<file path="config.mk">
export PLATFORM = sky130hd
export DESIGN_NAME = des_key_schedule
export DESIGN_NICKNAME = d
export VERILOG_FILES = /design/src/rtl/des_key_schedule_pkg.sv /design/src/rtl/des_ks_rot.sv /design/src/rtl/des_key_schedule.sv
export SDC_FILE = /design/constraint.sdc
export NUM_CORES = 1
export LEC_CHECK = 0
export CORE_ASPECT_RATIO = 1.1
export CORE_MARGIN = 2
export CORE_UTILIZATION = 47
export CTS_BUF_LIST = sky130_fd_sc_hd__clkbuf_8
export DETAILED_ROUTE_END_ITERATION = 12
export PLACE_DENSITY = 0.88
export SKIP_LAST_GASP = 1
export SLEW_MARGIN = 30
export SYNTH_ARGS = -nofsm -noshare
export SYNTH_HDL_FRONTEND = slang
export SYNTH_SLANG_ARGS = --single-unit
</file>
<file path="constraint.sdc">
create_clock -name clk -period 2.29 [get_ports clk]
set_clock_uncertainty 0.15 [all_clocks]
set_input_delay 0.229 -clock clk [delete_from_list [all_inputs] [get_ports clk]]
set_output_delay 0.229 -clock clk [all_outputs]
set_load 0.005 [all_outputs]
</file>
<file path="src/rtl/des_key_schedule_pkg.sv">
// des_key_schedule_pkg: DES key-schedule widths, FSM encoding, PC1/PC2 permutations and shift table
package des_key_schedule_pkg;
  localparam int KEY_W = 64;
  localparam int HALF_W = 28;
  localparam int SK_W = 48;
  localparam int IDX_W = 5;
  localparam logic [0:0] S_IDLE = 1'b0;
  localparam logic [0:0] S_GEN = 1'b1;
  // Tables use DES bit numbering: bit 1 is the MSB of the vector
  localparam int PC1_T [56] = '{
    57, 49, 41, 33, 25, 17,  9,
     1, 58, 50, 42, 34, 26, 18,
    10,  2, 59, 51, 43, 35, 27,
    19, 11,  3, 60, 52, 44, 36,
    63, 55, 47, 39, 31, 23, 15,
     7, 62, 54, 46, 38, 30, 22,
    14,  6, 61, 53, 45, 37, 29,
    21, 13,  5, 28, 20, 12,  4};
  localparam int PC2_T [48] = '{
    14, 17, 11, 24,  1,  5,
     3, 28, 15,  6, 21, 10,
    23, 19, 12,  4, 26,  8,
    16,  7, 27, 20, 13,  2,
    41, 52, 31, 37, 47, 55,
    30, 40, 51, 45, 33, 48,
    44, 49, 39, 56, 34, 53,
    46, 42, 50, 36, 29, 32};
  function automatic logic [2*HALF_W-1:0] pc1(input logic [KEY_W-1:0] k);
    logic [2*HALF_W-1:0] r;
    for (int i = 0; i < 2*HALF_W; i++) r[2*HALF_W-1-i] = k[KEY_W-PC1_T[i]];
    return r;
  endfunction
  function automatic logic [SK_W-1:0] pc2(input logic [2*HALF_W-1:0] cd);
    logic [SK_W-1:0] r;
    for (int i = 0; i < SK_W; i++) r[SK_W-1-i] = cd[2*HALF_W-PC2_T[i]];
    return r;
  endfunction
  // 1 when SHIFT[round] is 2, 0 when it is 1 (rounds 1, 2, 9, 16)
  function automatic logic shift2(input logic [IDX_W-1:0] round);
    return !(round == 5'd1 || round == 5'd2 || round == 5'd9 || round == 5'd16);
  endfunction
endpackage

</file>
<file path="src/rtl/des_ks_rot.sv">
// des_ks_rot: combinational 28-bit rotate by 1 or 2, left or right
module des_ks_rot
  import des_key_schedule_pkg::*;
(
  input  logic [HALF_W-1:0] d,
  input  logic              dir,
  input  logic              amt2,
  output logic [HALF_W-1:0] q
);
  always_comb
    q = dir ? (amt2 ? {d[1:0], d[HALF_W-1:2]} : {d[0], d[HALF_W-1:1]})
            : (amt2 ? {d[HALF_W-3:0], d[HALF_W-1:HALF_W-2]} : {d[HALF_W-2:0], d[HALF_W-1]});
endmodule

</file>
<file path="src/rtl/des_key_schedule.sv">
// des_key_schedule: streams DES subkeys K1..K16 (or K16..K1) one per cycle over valid/ready
module des_key_schedule
  import des_key_schedule_pkg::*;
(
  input  logic             clk,
  input  logic             rst,
  input  logic             start,
  input  logic             decrypt,
  input  logic [KEY_W-1:0] key,
  output logic             sk_valid,
  input  logic             sk_ready,
  output logic [SK_W-1:0]  sk,
  output logic [IDX_W-1:0] sk_idx,
  output logic             busy,
  output logic             done
);
  logic [0:0] state;
  logic [HALF_W-1:0] c, d, c_in, d_in, c_rot, d_rot;
  logic [2*HALF_W-1:0] pk;
  logic [3:0] cnt;
  logic mode, idle, hs, last, dir, amt2;
  // In IDLE the rotators see PC1(key) so the encrypt load can apply SHIFT[1]
  always_comb begin
    pk = pc1(key);
    idle = state == S_IDLE;
    hs = sk_valid & sk_ready;
    last = cnt == 4'd15;
    c_in = idle ? pk[2*HALF_W-1:HALF_W] : c;
    d_in = idle ? pk[HALF_W-1:0] : d;
    dir = !idle & mode;
    amt2 = !idle & (mode ? shift2(5'd16 - {1'b0, cnt}) : shift2({1'b0, cnt} + 5'd2));
  end
  des_ks_rot u_rot_c (.d(c_in), .dir(dir), .amt2(amt2), .q(c_rot));
  des_ks_rot u_rot_d (.d(d_in), .dir(dir), .amt2(amt2), .q(d_rot));
  assign sk_valid = state == S_GEN;
  assign busy = sk_valid;
  assign sk = pc2({c, d});
  assign sk_idx = {1'b0, mode ? 4'd15 - cnt : cnt};
  always_ff @(posedge clk) begin
    if (rst) begin
      state <= S_IDLE;
      c <= '0;
      d <= '0;
      cnt <= '0;
      mode <= 1'b0;
      done <= 1'b0;
    end else begin
      done <= hs & last;
      if (idle & start) begin
        state <= S_GEN;
        c <= decrypt ? c_in : c_rot;
        d <= decrypt ? d_in : d_rot;
        mode <= decrypt;
        cnt <= '0;
      end else if (hs) begin
        if (last) state <= S_IDLE;
        else begin
          c <= c_rot;
          d <= d_rot;
          cnt <= cnt + 4'd1;
        end
      end
    end
  end
endmodule
</file>
==> results.yml <==
outcome:
  status: "finished with violations"
  violations: "setup timing"
global_route:
  grt_pass1_wl_um: 30100
  grt_usage: 0.322
  antenna_found_initial: 0
  first_global_vias: 6222
  grt_max_degree: 38
  grt_overflow: 0
setup_path:
  required_ns: 2.39
  crit_top_cell: "buf_6"
  regToRegStartpoint: "cnt[1]$_SDFFE_PP0P_"
  max_stage_delay_ns: 0.49
  critPathTopFamily: "simple AND/OR/NAND/NOR gates"
  worst-path-buf-inv: 4
  endpoint_kind: "flip-flop"
  slowest_stage: "or4_4"
  crit_path_cell_trace: "inv_6, ha_4, nand2b_4, or4_4, nand4_1, buf_4, buf_6, nor2_4, buf_6, a221o_1"
  critical_path_class: "reg -> reg"
  ff2ff_setup_slack_ns: -0.004
  worstReg2RegEnd: "c[16]$_SDFFE_PP0P_"
  critPathLaunchType: "flip-flop"
  arrival_ns: 2.39
  rr_worst_depth: 10
  critPathMaxFanout: 6
drt:
  wirelength_um: 19600
  ant_nets: 0
  drtPass1Iterations: 6
  via_per_inst: 6.84
  num_vias: 6412
  drc: 0
  dr.first_iter.drc_count: 819
  wl_per_cell_um: 20.9
pwr:
  total_power_w: 0.00378
  p_per_area_nw_per_um2: 545
  power_leakage_nw: 2.51
  ir_drop_mv: 0.314
finish:
  final_cell_mix: "115 x clkdlybuf4s50_1, 104 x nor2_1, 71 x nor3_1"
  drive_above_1_share: 0.167
  area_growth_pct: 37.7
  diodes: 0
  final_common_cell: "clkdlybuf4s50_1"
  nets: 865
clocking:
  worstSkewPairLatency_ns: 0.36
  cts_buffers: 9
  clk_pin_slew_ns: 0.08
  cts_tree: "yes"
  hold_buffers: 0
  cts_num_sinks: 63
  clockRootBuffer: "clkbuf_8"
  clock_path_buffers: 2
  htree_levels: 3
timing:
  fmax_mhz: 436
  finalSetupTns_ns: -0.00406
  finalWorstSetupSlack_ns: -0.00368
  period_share: 1.00
  fin_crit_ns: 2.29
  tightest_slew_ns: 0.500
  drv_slew: 0
  slew_headroom: 0.663
  finalHoldViolCount: 0
  rsz0062_at_grt: "true"
  finalSetupViolations: 2
logic_synthesis:
  ys_types: 54
  yosys.area_share.adder: 0.0149
  synth_mux_area_frac: 0.00820
  synth_seq_cells: 63
  syn_inst: 702
  avgSynthCellArea_sq_um: 7.17
  synth_top_family_by_area: "compound AO/OA/AOI/OAI gates"
  synth-seq-area-share: 0.251
  ys.warnings.count: 0
  yosys.area_share.xor_xnor: 0.0104
  synth_area_sq_um: 5030
  synth_compound_area_frac: 0.320
  synth_edf_count: 0
  synthFlopType: "dfxtp_1"
  synth_fp_nets: 777
  async_flop_share: 0
  synth-simple-area-share: 0.257
hold_path:
  hold_depth: 3
  worst_hold_path_type: "in -> reg"
  hold_end: "d[9]$_SDFFE_PP0P_"
  hold_start: "key[19]"
place:
  port-buffer-count: 115
  gp_congestion: 0.932
  hpwl_um: 12900
flow_run:
  drv_cap: 0
floorplanning:
  io_pins: 125
  die_w_um: 103
  die_h_um: 113
  coreArea_sq_um: 10400
  std_cell_rows: 39
  start_util: 0.484
  die_area_sq_um: 11600
==> logic make-up (layout without fill, tap and decap cells) <==
family | Yosys count | count (layout)
simple gates | 272 | 272
xor+xnor | 6 | 6
fa+ha+maj | 6 | 6
buf+inv | 123 | 216
mux | 4 | 4
compound gates | 227 | 227
other cells | 1 | 1
flops | 63 | 63
==> cell type report <==
type	count	area [sq um]
repair buffers	194	1940
flip-flops and latches	63	1270
multi-input cells	516	3290
inverters	6	30.0
fillers	861	3460
well taps	143	179
clock buffers	11	151
clock inverters	5	72.6
==> synthesized netlist by cell type (19+ instances only) <==
master / count / share of area
a21oi_1: 37 / 0.037
a32oi_1: 29 / 0.050
buf_2: 20 / 0.020
buf_4: 51 / 0.076
clkbuf_1: 33 / 0.025
dfxtp_1: 63 / 0.25
nand2_1: 30 / 0.022
nor2_1: 106 / 0.079
nor3_1: 71 / 0.071
nor4_1: 19 / 0.024
o21ai_0: 46 / 0.046
o22ai_1: 50 / 0.062
==> worst max path at each step <==
stage	startpoint	to	slack, ns	cells after the start
CTS	cnt[1]$_SDFFE_PP0P_	d[27]$_SDFFE_PP0P_	-0.0008	8
floorplan	cnt[2]$_SDFFE_PP0P_	c[26]$_SDFFE_PP0P_	0.0009	9
global route	cnt[1]$_SDFFE_PP0P_	c[9]$_SDFFE_PP0P_	-0.06	10
global placement	cnt[0]$_SDFFE_PP0P_	d[27]$_SDFFE_PP0P_	-0.04	8
detailed placement	start	d[25]$_SDFFE_PP0P_	-0.11	8
finish	cnt[1]$_SDFFE_PP0P_	c[16]$_SDFFE_PP0P_	-0.004	10
==> through the flow <==
stage	utilization	cells	setup WS, ns	hold slack [ns]	instance area, sq um
6_report	0.667	938	-0.00368	0.344	6930
4_1_cts	0.643	929	-0.000767	0.341	6690
3_5_place_dp	0.614	911	-0.110	0.359	6380
3_3_place_gp	0.614	911	-0.0431	0.347	6380
2_1_floorplan	-	702	0.000895	0.228	5050
5_1_grt	0.667	938	-0.0600	0.352	6930
==> flip-flops by register name (all words and copies together) (netlist names) <==
signal	flops
cnt	4
c	28
busy	1
mode	1
d	28
done	1
==> report_power, final <==
group / internal (W) / switching, W
Sequential: 0.00122 / 0.000163
Clock: 0.000664 / 0.000489
Combinational: 0.000639 / 0.000607
Total: 0.00252 / 0.00126
==> worst min-delay path, cell delays in order <==
cell and delay, ns:
clkdlybuf4s50_1 0.42, nor2_1 0.11, a21oi_1 0.04
==> what timing repair did <==
| action | CTS | global route |
|---|---|---|
| endpoints found under the setup margin | 22 | 49 |
| resized for setup | 15 | 33 |
| pin swaps | 3 | 15 |
| buffers inserted | 2 | 8 |
| cloned | 0 | 1 |
==> layer usage <==
layer | global-route usage | share of wire
met1 | 0.405 | 0.37
met3 | 0.0697 | 0.12
met5 | 0 | 0
met4 | 0.161 | 0.044
met2 | 0.513 | 0.47
Power figures use the tool's default switching activity.
